[src/rtl/fb_pkg.sv]
// Shared framebuffer geometry and writer state encoding.
package fb_pkg;

  localparam int unsigned FB_WIDTH      = 240;
  localparam int unsigned FB_HEIGHT     = 320;
  localparam int unsigned FB_DEPTH      = FB_WIDTH * FB_HEIGHT;
  localparam int unsigned FB_ADDR_WIDTH = 17;
  localparam int unsigned PIXEL_WIDTH   = 16;

  typedef enum logic [0:0] {
    STREAM = 1'b0,
    CLEAR  = 1'b1
  } fb_writer_state_t;

endpackage

[src/rtl/fb_coord_counter.sv]
// Raster position counter: hcount/vcount plus an incrementally kept linear address.
module fb_coord_counter
  import fb_pkg::*;
#(
  parameter int unsigned WIDTH      = FB_WIDTH,
  parameter int unsigned HEIGHT     = FB_HEIGHT,
  parameter int unsigned ADDR_WIDTH = FB_ADDR_WIDTH,
  localparam int unsigned HW = (WIDTH  > 1) ? $clog2(WIDTH)  : 1,
  localparam int unsigned VW = (HEIGHT > 1) ? $clog2(HEIGHT) : 1
) (
  input  logic                  clk_in,
  input  logic                  rst_in,
  input  logic                  advance_in,
  input  logic                  restart_in,
  output logic [HW-1:0]         hcount_out,
  output logic [VW-1:0]         vcount_out,
  output logic [ADDR_WIDTH-1:0] addr_out,
  output logic                  wrap_out
);

  logic at_end;

  // Current position is the last pixel of the frame; the next advance wraps.
  assign at_end   = (hcount_out == HW'(WIDTH - 1)) && (vcount_out == VW'(HEIGHT - 1));
  assign wrap_out = at_end;

  // Restart alone parks at (0,0); restart with advance means position 0 was just
  // consumed, so the counter lands on (1,0).
  always_ff @(posedge clk_in) begin
    if (rst_in || (restart_in && !advance_in)) begin
      hcount_out <= '0;
      vcount_out <= '0;
      addr_out   <= '0;
    end else if (restart_in) begin
      hcount_out <= HW'(1);
      vcount_out <= '0;
      addr_out   <= ADDR_WIDTH'(1);
    end else if (advance_in) begin
      if (at_end) begin
        hcount_out <= '0;
        vcount_out <= '0;
        addr_out   <= '0;
      end else if (hcount_out == HW'(WIDTH - 1)) begin
        hcount_out <= '0;
        vcount_out <= vcount_out + 1'b1;
        addr_out   <= addr_out + 1'b1;
      end else begin
        hcount_out <= hcount_out + 1'b1;
        addr_out   <= addr_out + 1'b1;
      end
    end
  end

endmodule

[src/rtl/fb_writer.sv]
// Framebuffer write-side address generator with streaming input and hardware clear.
module fb_writer #(
  parameter int unsigned FB_WIDTH    = fb_pkg::FB_WIDTH,
  parameter int unsigned FB_HEIGHT   = fb_pkg::FB_HEIGHT,
  parameter int unsigned PIXEL_WIDTH = fb_pkg::PIXEL_WIDTH,
  parameter int unsigned ADDR_WIDTH  = fb_pkg::FB_ADDR_WIDTH
) (
  input  logic                   clk_in,
  input  logic                   rst_in,
  input  logic                   pixel_valid_in,
  input  logic [PIXEL_WIDTH-1:0] pixel_in,
  input  logic                   pixel_sof_in,
  output logic                   pixel_ready_out,
  input  logic                   clear_in,
  input  logic [PIXEL_WIDTH-1:0] clear_color_in,
  output logic                   we_out,
  output logic [ADDR_WIDTH-1:0]  addr_out,
  output logic [PIXEL_WIDTH-1:0] data_out,
  output logic                   busy_out,
  output logic                   frame_done_out
);

  import fb_pkg::*;

  localparam int unsigned HW = (FB_WIDTH  > 1) ? $clog2(FB_WIDTH)  : 1;
  localparam int unsigned VW = (FB_HEIGHT > 1) ? $clog2(FB_HEIGHT) : 1;

  fb_writer_state_t       state;
  logic [PIXEL_WIDTH-1:0] clear_color;
  logic                   in_clear;
  logic                   handshake;
  logic                   clear_go;
  logic                   cnt_advance;
  logic                   cnt_restart;
  logic                   cnt_wrap;
  logic [HW-1:0]          cnt_h;
  logic [VW-1:0]          cnt_v;
  logic [ADDR_WIDTH-1:0]  cnt_addr;

  assign in_clear        = (state == CLEAR);
  assign busy_out        = in_clear;
  assign pixel_ready_out = !rst_in && !in_clear;
  assign handshake       = pixel_valid_in && pixel_ready_out;
  assign clear_go        = clear_in && !in_clear;

  // Counter control: a clear request parks at (0,0) even if a pixel lands in the
  // same cycle; that pixel is still written at the old position.
  always_comb begin
    cnt_advance = 1'b0;
    cnt_restart = 1'b0;
    if (in_clear) begin
      cnt_advance = 1'b1;
    end else begin
      cnt_advance = handshake && !clear_go;
      cnt_restart = clear_go || (handshake && pixel_sof_in);
    end
  end

  fb_coord_counter #(
    .WIDTH      (FB_WIDTH),
    .HEIGHT     (FB_HEIGHT),
    .ADDR_WIDTH (ADDR_WIDTH)
  ) u_coord (
    .clk_in     (clk_in),
    .rst_in     (rst_in),
    .advance_in (cnt_advance),
    .restart_in (cnt_restart),
    .hcount_out (cnt_h),
    .vcount_out (cnt_v),
    .addr_out   (cnt_addr),
    .wrap_out   (cnt_wrap)
  );

  // The incremental address must always equal vcount*width + hcount.
  always_comb begin
    assert (int'(cnt_addr) == int'(cnt_v) * int'(FB_WIDTH) + int'(cnt_h));
  end

  // Mode sequencing: enter CLEAR on request, leave after the last address is issued.
  always_ff @(posedge clk_in) begin
    if (rst_in) begin
      state <= STREAM;
    end else if (clear_go) begin
      state <= CLEAR;
    end else if (in_clear && cnt_wrap) begin
      state <= STREAM;
    end
  end

  // Fill colour is captured once, when the clear is accepted.
  always_ff @(posedge clk_in) begin
    if (rst_in) begin
      clear_color <= '0;
    end else if (clear_go) begin
      clear_color <= clear_color_in;
    end
  end

  // Registered BRAM write port; address and data hold when nothing is written.
  always_ff @(posedge clk_in) begin
    if (rst_in) begin
      we_out         <= 1'b0;
      addr_out       <= '0;
      data_out       <= '0;
      frame_done_out <= 1'b0;
    end else begin
      we_out         <= in_clear || handshake;
      frame_done_out <= handshake && !pixel_sof_in && cnt_wrap;
      if (in_clear) begin
        addr_out <= cnt_addr;
        data_out <= clear_color;
      end else if (handshake) begin
        addr_out <= pixel_sof_in ? '0 : cnt_addr;
        data_out <= pixel_in;
      end
    end
  end

endmodule

[config.mk]
export PLATFORM = sky130hd
export DESIGN_NAME = fb_writer
export DESIGN_NICKNAME = d
export VERILOG_FILES = /design/src/rtl/fb_pkg.sv /design/src/rtl/fb_coord_counter.sv /design/src/rtl/fb_writer.sv
export SDC_FILE = /design/constraint.sdc
export NUM_CORES = 1
export LEC_CHECK = 0
export CORE_MARGIN = 8
export CORE_UTILIZATION = 46
export DETAILED_ROUTE_END_ITERATION = 10
export HOLD_SLACK_MARGIN = 0.02
export PLACE_DENSITY = 0.81
export SYNTH_ARGS = -nofsm -noshare
export SYNTH_HDL_FRONTEND = slang
export SYNTH_SLANG_ARGS = --single-unit
[constraint.sdc]
create_clock -name clk_in -period 1.65 [get_ports clk_in]
set_clock_uncertainty 0.1 [all_clocks]
set_input_delay 0.2475 -clock clk_in [delete_from_list [all_inputs] [get_ports clk_in]]
set_output_delay 0.2475 -clock clk_in [all_outputs]
set_load 0.01 [all_outputs]
== Word level (Yosys, flattened, before mapping) ==
Index checks and enable logic that the tools add are counted.
Cells by class
  add/sub/neg operators: 3
  equal/unequal tests: 2
  mux-type cells: 18
  reductions and logical operators: 24
Operators by type and width (number)
  17-bit two-way mux: 4
  16-bit two-way mux: 2
  9-bit two-way mux: 2
  17-bit by 1-bit adder with 17-bit output, second input constant: 1
  8-bit two-way mux: 2
  1-bit logical AND: 10
  9-bit by 1-bit adder with 9-bit output, second input constant: 1
  9-bit == test, second input constant: 1
  8-bit by 1-bit adder with 8-bit output, second input constant: 1
  8-bit == test, second input constant: 1
  1-bit two-way mux: 8
  2-bit nonzero test: 4
  1-bit logical NOT: 5
  1-bit logical OR: 3
  2-bit AND reduction: 1
  2-bit OR reduction: 1
Word-level totals
  register bits: 86
  input bits: 37
  word-level logic and storage cells: 58

== Depth between registers and ports, before layout ==
Gate-level depths: netlist (run 1).
  depth in word-level cells: 9
  depth in mapped cells: 7
  gate-level depth less buffers: 5

== By module ==
From an unflattened synthesis (run 1), not the netlist that was laid out.
Unflattened totals
  cells, all modules: 426
  area, all modules: 3696.0 um^2
By module, submodules not included
  fb_writer: times used 1, cells each 248, area an instance 2118.3 um^2, seq. area each 1041.0 um^2
  fb_coord_counter: times used 1, cells each 178, area an instance 1577.8 um^2, seq. area each 680.7 um^2

== Worst setup path after synthesis (run 1) ==
OpenSTA, ideal clock, no wires.
  path kind: input -> register
  start point: input port clear_in
  end point: register u_coord.addr_out[11]
  setup time: 0.070 ns
  arrival time: 1.576 ns
  slack: -0.096 ns
  stages: 5
  buffers on the path: 1
  path through: buf_2 > nor3b_4 > o2111ai_2 > or4_1 > a21oi_1
On the way
  longest elaborated chain between the ends: 8
  elaborated cells on any way between the ends: 10
  classes of those cells: mux: 2; reduce/logical: 8
Ends and longest elaborated chain
  start, declared: line fb_writer.sv:14  | input logic clear_in,
  1-bit logical AND *: line fb_writer.sv:44  | assign clear_go = clear_in && !in_clear;
  1-bit logical NOT: line fb_writer.sv:54  | cnt_advance = handshake && !clear_go;
  1-bit logical AND: line fb_writer.sv:54
  1-bit two-way mux: line fb_writer.sv:51  | if (in_clear) begin
  1-bit logical NOT: line fb_coord_counter.sv:30  | if (rst_in || (restart_in && !advance_in)) begin
  1-bit logical AND: line fb_coord_counter.sv:30
  1-bit logical OR: line fb_coord_counter.sv:30
  2-bit OR reduction (no line)
  end signal, assigned: line fb_coord_counter.sv:46  | addr_out <= addr_out + 1'b1;
  end signal, assigned: line fb_coord_counter.sv:49  | addr_out <= addr_out + 1'b1;
  end, declared: line fb_coord_counter.sv:17  | output logic [ADDR_WIDTH-1:0] addr_out,
Every way passes the cells marked *; elsewhere a longest branch is shown, timed or not.
A chain may end at the register's enable or synchronous reset.

== Final worst setup path (run 1) ==
  start point: register u_coord.addr_out[0]
  end point: register u_coord.addr_out[16]
On the way
  longest elaborated chain between the ends: 2
Ends and longest elaborated chain
  17-bit by 1-bit adder with 17-bit output: line fb_coord_counter.sv:46, fb_coord_counter.sv:49
  17-bit two-way mux: line fb_coord_counter.sv:39  | if (at_end) begin
Every way passes these cells.

==> results of run 1 <==
cells in the final DEF, fill, tap and decap left out, types with 3 or more instances in the layout:
cell type and n:
a21oi_1 50, a21oi_2 6, a22oi_1 17, and3_1 4, buf_12 4, buf_4 52, buf_6 5, clkbuf_8 9
clkdlybuf4s50_1 63, dfxtp_1 79, dfxtp_2 6, dlygate4sd2_1 5, dlymetal6s2s_1 4, inv_1 5, mux2i_1 17, nand2_1 48
nand3_1 5, nand4_1 3, nor2_1 67, o211ai_1 4, o21ai_0 24, o21bai_1 4, o31ai_1 3, or3_1 11
or4_1 3, xor2_1 9
area by class of cell:
type                       instances  area, sq um  area share, %
inverter                           5        18.77         0.3578
sequential                        86         1733          33.04
timing repair buffer             134         1256          23.95
multi-input combinational        310         1891          36.04
tap                              102        127.6          2.433
clock inverter                     6        95.09          1.813
clock buffer                       9        123.9          2.362
routing by layer:
metal  vias to the layer above  global-route usage [%]  share of wire [%]
li1                       1737                       -                  -
met1                      1704                   18.97                 41
met2                       103                   30.36                 51
met3                        19                   5.037                6.8
met4                         0                   6.626                1.6
met5                         -                       0                  0
final timing paths:
kind / to / slack [ns]
hold / removal: clear_color[2] / 0.34
setup reg to reg: u_coord.addr_out[16] / -0.04
setup / recovery: u_coord.addr_out[16] / -0.04
hold reg to reg: clear_color[13] / 0.36
where the power goes:
group,internal [uW],switching [uW],leakage (uW),total [uW]
combinational,277,270,0.00123,546
sequential,2140,42.7,0.000702,2180
clock,857,788,0.000103,1650
total,3270,1100,0.00204,4370
stage by stage:
stage               hold WS (ns)  TNS [ns]
finish                    0.3405  -0.06126
global route              0.3469   -0.6205
global placement          0.3426    -17.98
detailed placement        0.3502    -20.49
CTS                       0.3266  -0.05935
floorplan                 0.2835   -0.6054
critical path: cells and delay by family, from the launching register on:
family,cells,cell delay [ns]
adders and majority gates,1,0.14
DFF,1,0.37
AOI/OAI and AO/OA,2,0.30
and+or+nand+nor,2,0.72
state kept, by name (all words and copies together) (netlist names):
register / flops
addr_out: 17
u_coord.addr_out: 17
clear_color: 16
data_out: 16
u_coord.vcount_out: 9
u_coord.hcount_out: 8
busy_out: 1
frame_done_out: 1
we_out: 1
kinds of logic (layout without fill, tap and decap cells):
group | count (synthesis) | count (layout) | share of synthesized area, %
compound gates | 117 | 117 | 19.70
mux | 17 | 17 | 4.693
fa+ha+maj | 3 | 3 | 1.035
flops | 86 | 86 | 47.48
simple gates | 163 | 163 | 21.29
buf+inv | 30 | 154 | 3.382
xor+xnor | 10 | 10 | 2.416
timing repair:
item                                   in CTS  in global routing
setup endpoints to repair                  42                 28
hold buffers                                0                  0
gates resized for setup                    19                 25
setup buffers                               4                  2
pin swaps                                   5                  8
endpoints found under the hold margin       0                  0
cell usage after synthesis, types with 2 or more instances:
cell       count
a21oi_1       56
a221oi_1       2
a22oi_1       17
and2_1         2
and3_1         6
and4_1         3
buf_2          8
clkbuf_1      16
dfxtp_1       86
ha_1           3
inv_1          5
mux2i_1       17
nand2_1       48
nand2b_1       2
nand3_1        5
nand3b_1       2
nand4_1        3
nor2_1        67
nor2b_1        2
o2111ai_1      3
o211ai_1       4
o21ai_0       24
o21bai_1       4
o31ai_1        3
or3_1         12
or3b_2         2
or4_1          4
xor2_1         9
==> key figures, run 1 <==
Status
  • Status: finished, violations left
  • Failing checks: negative setup slack

Global routing
  • Largest net degree at the start of global routing: 32
  • Total gr overflow: 0
  • Vias in the first global route: about 3500
  • Initial antenna violation count: 0
  • First-pass GRT wire length: 16.10 mm
  • Global Route Usage Sum: about 17%

Finish
  • Final Util: between 60% and 70%
  • Final cell count without fillers: 652
  • Share of cells above drive strength 1: 19.64%
  • Inserted Diodes: 0
  • # fillers: ~610
  • Area grow syn2layout: 44.65%
  • Final Cell Area: around 5200 sq um
  • Total Nets Final: approximately 590

Setup path
  • Crit. Startpoint: u_coord.addr_out[0]
  • FF-to-FF Start: u_coord.addr_out[0]
  • Crit path launch type: register
  • Arrival time at the worst endpoint: approximately 1.9 ns
  • Req. time, crit path: around 1.8 ns
  • Max stage delay cell, worst path: or4_1
  • Critical path class: reg -> reg
  • Worst R2R Path Depth: 5
  • Worst setup EP type: register
  • Critical Path Fanout Max: 5
  • CP max stage delay: 0.57 ns
  • Worst-path cell chain: ha_4 > and2_4 > o2111ai_4 > or4_1 > a21oi_1

Drt
  • Drt wl/cell: roughly 15 um
  • DRT Pass-1 Iters: 4
  • Number of DRC markers in iteration 0: 134
  • Drt total wl: 9.998 mm
  • DRT antenna net count: 0
  • DR vias/cell: roughly 5.5
  • Vias post-DR: approximately 3600
  • DRC Markers: 0

Die
  • Num rows: 32
  • Chip height: 104.8 um
  • Starting Density: about 47%
  • I/O Pins: 74
  • Full die area: approximately 11000 sq um
  • Core area: around 7700 sq um
  • Chip Width: approximately 100 um

Clock network
  • Clock sink count: 86
  • Total CTS buffers: 9
  • TritonCTS clock tree: done
  • Clock root buffer: clkbuf_8
  • H-tree levels: 3
  • Clock Latency Late Sink: roughly 0.35 ns
  • Clock tree buffer depth: 2
  • Worst-path clk slew: about 0.10 ns

Hold path
  • Hold Path Class: in -> reg
  • Min-delay src: clear_color_in[2]
  • Hold Path Stages: 3

Logic synthesis
  • Ys flop type: dfxtp_1
  • Area contributors post-synth: dfxtp_1 47%, a21oi_1 7.7%, nor2_1 6.9%
  • EDFF count, synth: 0
  • Synth Area per Inst: between 8 and 9 sq um
  • Net Count, Synth: 466
  • Synth Register Bits: 86
  • Yosys warning count: 0
  • Asr flop ratio synth: 0%
  • Sequential area share after synthesis: between 40% and 50%
  • Top cell type by total area after synthesis: dfxtp_1
  • Top-area cell type share of the netlist area: a little under half
  • Synth Cell Area: 3626 sq um
  • Distinct cells, synth: 39
  • Mapped Cells: around 430

Power
  • Leak: about 0.0020 uW
  • Power per cell area: roughly 830 nW/um^2
  • Max IR drop VDD: 0.6594 mV
  • Power, Total: ~4400 uW

STA
  • Worst Tran Pin Value: between 0.3 and 0.4 ns
  • Final worst path period need: 1.687 ns
  • Setup WS post-layout: -0.03690 ns
  • RSZ-0062 raised after global routing: yes
  • Slew Viols, Final: 0
  • Slew HR: between 70% and 80%
  • FMAX: just under 600 MHz
  • Final hold viol count: 0
  • Endpoints failing setup: 3
  • Post-route clock period utilization: 102.2%

Placement
  • Post-Place Cells: roughly 630
  • Hpwl dp: around 6.8 mm
  • Post-DP Area: just under 5000 sq um
  • PortBufs: 73
  • Final Wtd Congestion: 0.7853
  • Setup slack at placement: -0.4947 ns

Flow run
  • Max-Cap Viols: 0
(Power assumes the default switching activity.)
==> run 2, diff against run 1 <==
--- a/config.mk
+++ b/config.mk
@@ -5,6 +5,7 @@
 export SDC_FILE = /design/constraint.sdc
 export NUM_CORES = 1
 export LEC_CHECK = 0
+export CORE_ASPECT_RATIO = 1.4
 export CORE_MARGIN = 8
 export CORE_UTILIZATION = 46
 export DETAILED_ROUTE_END_ITERATION = 10
==> key figures, run 2 (synthesis gave the netlist of run 1 again) <==
Status
  • Status: complete, no violations

Setup path
  • CP max stage delay: 0.49 ns (-0.08 ns)
  • Arrival time at the worst endpoint: 1.84 ns (-0.04 ns)
  • Worst R2R Path Depth: 5 (unchanged)
  • Worst setup EP type: register
  • R2R Path End: u_coord.vcount_out[7]
  • Crit path launch type: register
  • R2R setup slack: 0.005 ns (+0.04 ns)
  • FF-to-FF Start: u_coord.hcount_out[0]
  • Critical path class: reg -> reg
  • Max stage delay cell, worst path: or4_1
  • Worst-path cell chain: ha_1 > and3_4 > o2111ai_1 > or4_1 > a21oi_1
  • Req. time, crit path: 1.84 ns (about the same)
  • Critical Path Fanout Max: 6 (+1)

Clock network
  • Total CTS buffers: 9 (unchanged)
  • Clock Latency Late Sink: 0.36 ns (about the same)
  • Clock sink count: 86 (unchanged)
  • Clock tree buffer depth: 2 (unchanged)
  • Clock root buffer: clkbuf_8
  • # hold bufs at CTS: 0 (unchanged)
  • TritonCTS clock tree: done
  • H-tree levels: 3 (unchanged)
  • Worst-path clk slew: 0.08 ns (-0.02 ns)

Finish
  • Total Nets Final: 581 (-0.85%)
  • Inserted Diodes: 0 (unchanged)
  • Multi-input gate area: 1864 sq um (-1.4%)
  • Biggest regs: addr_out: 17 flops, u_coord.addr_out: 17 flops
  • Final Util: 67.63% (-0.60 points)
  • Share of cells above drive strength 1: 17.95% (-1.7 points)
  • Area grow syn2layout: 43.65%
  • Seq. cell area: 1734 sq um (about the same)
  • Most frequent cells in the layout: 78 x dfxtp_1, 67 x nor2_1, 62 x clkdlybuf4s50_1, 54 x a21oi_1, 48 x buf_4
  • Most common cell after layout, fill and taps aside: dfxtp_1
  • # fillers: 615 (+1.7%)

Power
  • Power per cell area: 835.1 nW/um^2 (+0.21%)
  • Leak: 0.002059 uW (+1.1%)
  • Max IR drop VDD: 0.5474 mV (-17%)

Global routing
  • GR Util met2: 31.71% (+1.3 points)
  • GR peak layer: met2
  • Global Route Usage Sum: 17.57% (+0.39 points)
  • First-pass GRT wire length: 16.09 mm (about the same)
  • Grt met3 use: 4.830% (-0.21 points)
  • Initial antenna violation count: 0 (unchanged)
  • Total gr overflow: 0 (unchanged)
  • Largest net degree at the start of global routing: 44 (+38%)
  • Met1 track demand over resource: 17.91% (-1.1 points)
  • Vias in the first global route: 3601 (+2.1%)

STA
  • Post-route clock period utilization: 99.70% (-2.5 points)
  • Slew Viols, Final: 0 (unchanged)
  • RSZ-0062 raised after global routing: yes
  • Final hold viol count: 0 (unchanged)
  • Slew HR: 71.22% (-7.7 points)
  • Endpoints failing setup: 0 (-3)
  • Final worst path period need: 1.645 ns (-0.04193 ns)
  • Setup Total Neg Slack: 0 ns (+0.06126 ns)
  • FMAX: 607.9 MHz (+2.5%)
  • Worst Tran Pin Value: 0.4316 ns (+0.1192 ns)

Drt
  • Vias post-DR: 3503 (-1.7%)
  • Drt wl/cell: 14.93 um (-2.6%)
  • DR vias/cell: 5.423 (-0.77%)
  • Drt total wl: 9.645 mm (-3.5%)
  • DRC Markers: 0 (unchanged)
  • DRT antenna net count: 0 (unchanged)
  • DRT Pass-1 Iters: 4 (unchanged)
  • Number of DRC markers in iteration 0: 224 (+67%)

Hold path
  • Hold Path Class: in -> reg
  • Min-delay src: rst_in
  • Hold Path Stages: 3 (unchanged)
  • Hold endpoint: clear_color[0]

Die
  • Num rows: 38 (+19%)
  • Full die area: 11020 sq um (+0.36%)
  • Core area: 7702 sq um (+0.20%)
  • Chip Width: 91.04 um (-13%)
  • Chip height: 121.1 um (+16%)
  • I/O Pins: 74 (unchanged)
  • Starting Density: 47.08% (-0.092 points)

Placement
  • Hpwl dp: 6.731 mm (-0.33%)
  • Final Wtd Congestion: 0.8257 (+5.1%)
  • PortBufs: 73 (unchanged)

Flow run
  • Max-Cap Viols: 0 (unchanged)
==> run 2: cell types whose count changed in the layout (fill, tap and decap cells not counted), sizes merged <==
cell / previous run / this run
clkinv: 1 / 2
bufbuf: 0 / 1
inv: 6 / 5
clkbuf: 9 / 12
dlygate4sd2: 5 / 4
clkinvlp: 2 / 0
buf: 62 / 56
clkdlybuf4s50: 63 / 62
dlymetal6s2s: 4 / 6
==> run 2: cell type report <==
class                      instances  share of cell area, %
sequential                        86                  33.29
tap                              100                  2.402
timing repair buffer             129                  24.02
inverter                           5                 0.3603
clock buffer                      12                  2.786
clock inverter                     4                  1.345
multi-input combinational        310                  35.79
==> run 2: per-stage QoR <==
stage | total power [uW] | instance area (sq um) | std cells | hold slack [ns] | setup WS (ns)
2_1_floorplan | 2475 | 3656 | 426 | 0.2835 | -0.05461
3_5_place_dp | 2767 | 4778 | 619 | 0.3482 | -0.4479
4_1_cts | 4378 | 5077 | 639 | 0.1930 | -0.03292
5_1_grt | 4509 | 5209 | 646 | 0.2154 | -0.06763
6_report | 4350 | 5209 | 646 | 0.2050 | 0.005029
3_3_place_gp | 2749 | 4778 | 619 | 0.3422 | -0.4437
==> run 2: timing repair <==
action / in CTS / in global routing
pin swaps: 1 / 6
buffers inserted: 3 / 7
gates resized for setup: 16 / 23
setup endpoints to repair: 31 / 32
gates cloned: 1 / 0
==> run 2: worst max path at each step <==
stage	from	to	slack, ns
final	u_coord.hcount_out[0]	u_coord.vcount_out[7]	0.005
after floorplan	clear_in	u_coord.addr_out[16]	-0.05
after global placement	clear_in	u_coord.addr_out[16]	-0.44
after CTS	u_coord.hcount_out[7]	u_coord.vcount_out[7]	-0.03
after global routing	u_coord.addr_out[6]	u_coord.addr_out[16]	-0.07
after detailed placement	pixel_valid_in	u_coord.addr_out[14]	-0.45
==> run 2: where the power goes <==
group          switching [uW]  internal, uW  leakage [uW]
clock network             724           891      0.000110
registers                35.5          2140      0.000703
logic                     274           290       0.00125
==> run 2: critical path: cells and delay by family (launching register included) <==
family | cells | cell delay, ns
flops | 1 | 0.34
compound gates | 2 | 0.26
fa+ha+maj | 1 | 0.16
simple gates | 2 | 0.72
==> run 2: layer usage <==
metal	wire, um	vias to the layer above
met1	3740	1653
met3	543	18
met5	0	-
met4	225	0
met2	5136	105
li1	-	1727
==> run 3, diff against run 2 <==
--- a/config.mk
+++ b/config.mk
@@ -7,10 +7,12 @@
 export LEC_CHECK = 0
 export CORE_ASPECT_RATIO = 1.4
 export CORE_MARGIN = 8
-export CORE_UTILIZATION = 46
+export CORE_UTILIZATION = 48
+export CTS_BUF_LIST = sky130_fd_sc_hd__clkbuf_4 sky130_fd_sc_hd__clkbuf_8
 export DETAILED_ROUTE_END_ITERATION = 10
+export GPL_TIMING_DRIVEN = 0
 export HOLD_SLACK_MARGIN = 0.02
-export PLACE_DENSITY = 0.81
+export PLACE_DENSITY = 0.83
 export SYNTH_ARGS = -nofsm -noshare
 export SYNTH_HDL_FRONTEND = slang
 export SYNTH_SLANG_ARGS = --single-unit
==> key figures, run 3 (synthesis gave the netlist of run 1 again) <==
Clock network
  • Clock root buffer: clkbuf_8
  • Clock tree buffer depth: 2 (unchanged)
  • Worst-path clk slew: 0.09 ns (about the same)
  • Clock sink count: 86 (unchanged)
  • Clock Latency Late Sink: 0.36 ns (about the same)
  • TritonCTS clock tree: done
  • H-tree levels: 3 (unchanged)
  • Total CTS buffers: 9 (unchanged)
  • # hold bufs at CTS: 0 (unchanged)

Die
  • I/O Pins: 74 (unchanged)
  • Core area: 7361 sq um (-4.4%)
  • Chip height: 118.8 um (-1.8%)
  • Chip Width: 89.46 um (-1.7%)
  • Full die area: 10630 sq um (-3.5%)
  • Starting Density: 49.26% (+2.2 points)
  • Num rows: 37 (-2.6%)

Drt
  • DRC Markers: 0 (unchanged)
  • DR vias/cell: 5.825 (+7.4%)
  • Vias post-DR: 3705 (+5.8%)
  • DRT Pass-1 Iters: 5 (+1)
  • DRT antenna net count: 0 (unchanged)
  • Drt total wl: 11.47 mm (+19%)
  • Number of DRC markers in iteration 0: 258 (+15%)
  • Drt wl/cell: 18.03 um (+21%)

Global routing
  • Largest net degree at the start of global routing: 18 (-59%)
  • First-pass GRT wire length: 17.30 mm (+7.5%)
  • Global Route Usage Sum: 20.52% (+2.9 points)
  • Vias in the first global route: 3709 (+3.0%)
  • Total gr overflow: 0 (unchanged)
  • Initial antenna violation count: 0 (unchanged)

Setup path
  • Arrival time at the worst endpoint: 1.98 ns (+0.14 ns)
  • Req. time, crit path: 1.83 ns (about the same)
  • Crit path launch type: register
  • Worst setup EP type: register
  • Critical path class: reg -> reg
  • Critical Path Fanout Max: 6 (unchanged)

Flow run
  • Max-Cap Viols: 0 (unchanged)

Placement
  • Final Wtd Congestion: 0.8358 (+1.2%)
  • Hpwl dp: 6.768 mm (+0.56%)
  • PortBufs: 72 (-1.4%)
  • Post-DP Area: 4498 sq um (-5.9%)

Finish
  • # fillers: 492 (-20%)
  • Share of cells above drive strength 1: 23.75% (+5.8 points)
  • Total Nets Final: 574 (-1.2%)
  • Biggest regs: addr_out: 17 flops, u_coord.addr_out: 17 flops
  • Most common cell after layout, fill and taps aside: dfxtp_1
  • Most frequent cells in the layout: 68 x dfxtp_1, 63 x clkdlybuf4s50_1, 61 x nor2_1, 45 x nand2_1, 41 x a21oi_1
  • Area grow syn2layout: 45.58%
  • Final Cell Area: 5279 sq um (+1.3%)
  • Inserted Diodes: 0 (unchanged)

STA
  • RSZ-0062 raised after global routing: yes
  • Setup WS post-layout: -0.1483 ns (-0.1533 ns)
  • Worst hold-check slack: 0.1349 ns (-0.07014 ns)
  • Endpoints failing setup: 25 (+25)
  • Worst Tran Pin Value: 0.5572 ns (+0.1256 ns)
  • Final worst path period need: 1.798 ns (+0.1533 ns)
  • Slew Viols, Final: 0 (unchanged)
  • Slew HR: 62.85% (-8.4 points)
  • Final hold viol count: 0 (unchanged)
  • FMAX: 556.1 MHz (-8.5%)
  • Post-route clock period utilization: 109.0% (+9.3 points)

Power
  • Power, Total: 4395 uW (+1.0%)
  • Power per cell area: 832.5 nW/um^2 (-0.30%)
  • Max IR drop VDD: 0.6268 mV (+15%)
  • Leak: 0.001985 uW (-3.6%)

Status
  • Status: finished, violations left
  • Failing checks: negative setup slack

Hold path
  • Hold Path Class: in -> reg
-- run 3: cell types whose count changed in the layout (fill, tap and decap cells not counted), sizes merged --
cell | before | now
buf | 56 | 37
bufbuf | 1 | 0
dlygate4sd2 | 4 | 2
clkdlybuf4s15 | 0 | 1
bufinv | 2 | 1
clkdlybuf4s50 | 62 | 63
inv | 5 | 6
clkinv | 2 | 3
dlymetal6s2s | 6 | 4
clkbuf | 12 | 26
-- run 3: path summary, 6_finish.rpt --
kind,start,endpoint,slack (ns),cells after the start
min,clear_in,u_coord.addr_out[0],0.13,3
min reg2reg,clear_color[1],clear_color[1],0.36,2
max reg2reg,u_coord.hcount_out[4],u_coord.vcount_out[0],-0.15,4
max,u_coord.hcount_out[4],u_coord.vcount_out[0],-0.15,4
-- run 3: power by group --
part | total (uW) | internal [uW] | switching (uW)
Combinational | 615 | 299 | 316
Sequential | 2170 | 2130 | 41.9
Clock | 1610 | 797 | 809
-- run 3: per-stage QoR --
step | std cells | worst slack (ns) | utilization [%] | TNS [ns]
2_1_floorplan | 426 | -0.05461 | - | -0.6054
3_3_place_gp | 595 | -0.9143 | 61.11 | -46.52
3_5_place_dp | 595 | -0.9076 | 61.11 | -47.89
4_1_cts | 623 | -0.1044 | 67.72 | -0.1575
5_1_grt | 636 | -0.1460 | 71.72 | -2.231
6_report | 636 | -0.1483 | 71.72 | -1.006
-- run 3: area by class of cell --
cell class                 count  area, sq um  share of cell area, %
buffer                        24        207.7                  3.935
clock buffer                  11        151.4                  2.868
clock inverter                 5        65.06                  1.233
inverter                       5        18.77                 0.3555
multi-input combinational    310         2013                  38.14
sequential                    86         1757                  33.28
tap                           97        121.4                  2.299
timing repair buffer          98        944.7                  17.90
-- run 3: timing repair --
action                                  in CTS  in global routing
endpoints found under the setup margin      81                 72
buffers inserted                            11                 13
cloned                                       2                  0
resized for setup                           62                 71
pin swaps                                    8                 20
-- run 3: worst max-delay path: stages, from the launching register on --
cell and delay (ns):
dfxtp_2 0.35, and4b_2 0.39, nand2_2 0.14, or4b_1 0.54
a21oi_2 0.20
-- run 3: routing by layer --
metal  track usage (%)  share of wire (%)  vias to the layer above
met5                 0                  0                        -
met4             10.24                2.8                        0
met3             5.919                5.8                       42
met2             36.33                 53                      165
met1             20.99                 39                     1782
li1                  -                  -                     1716
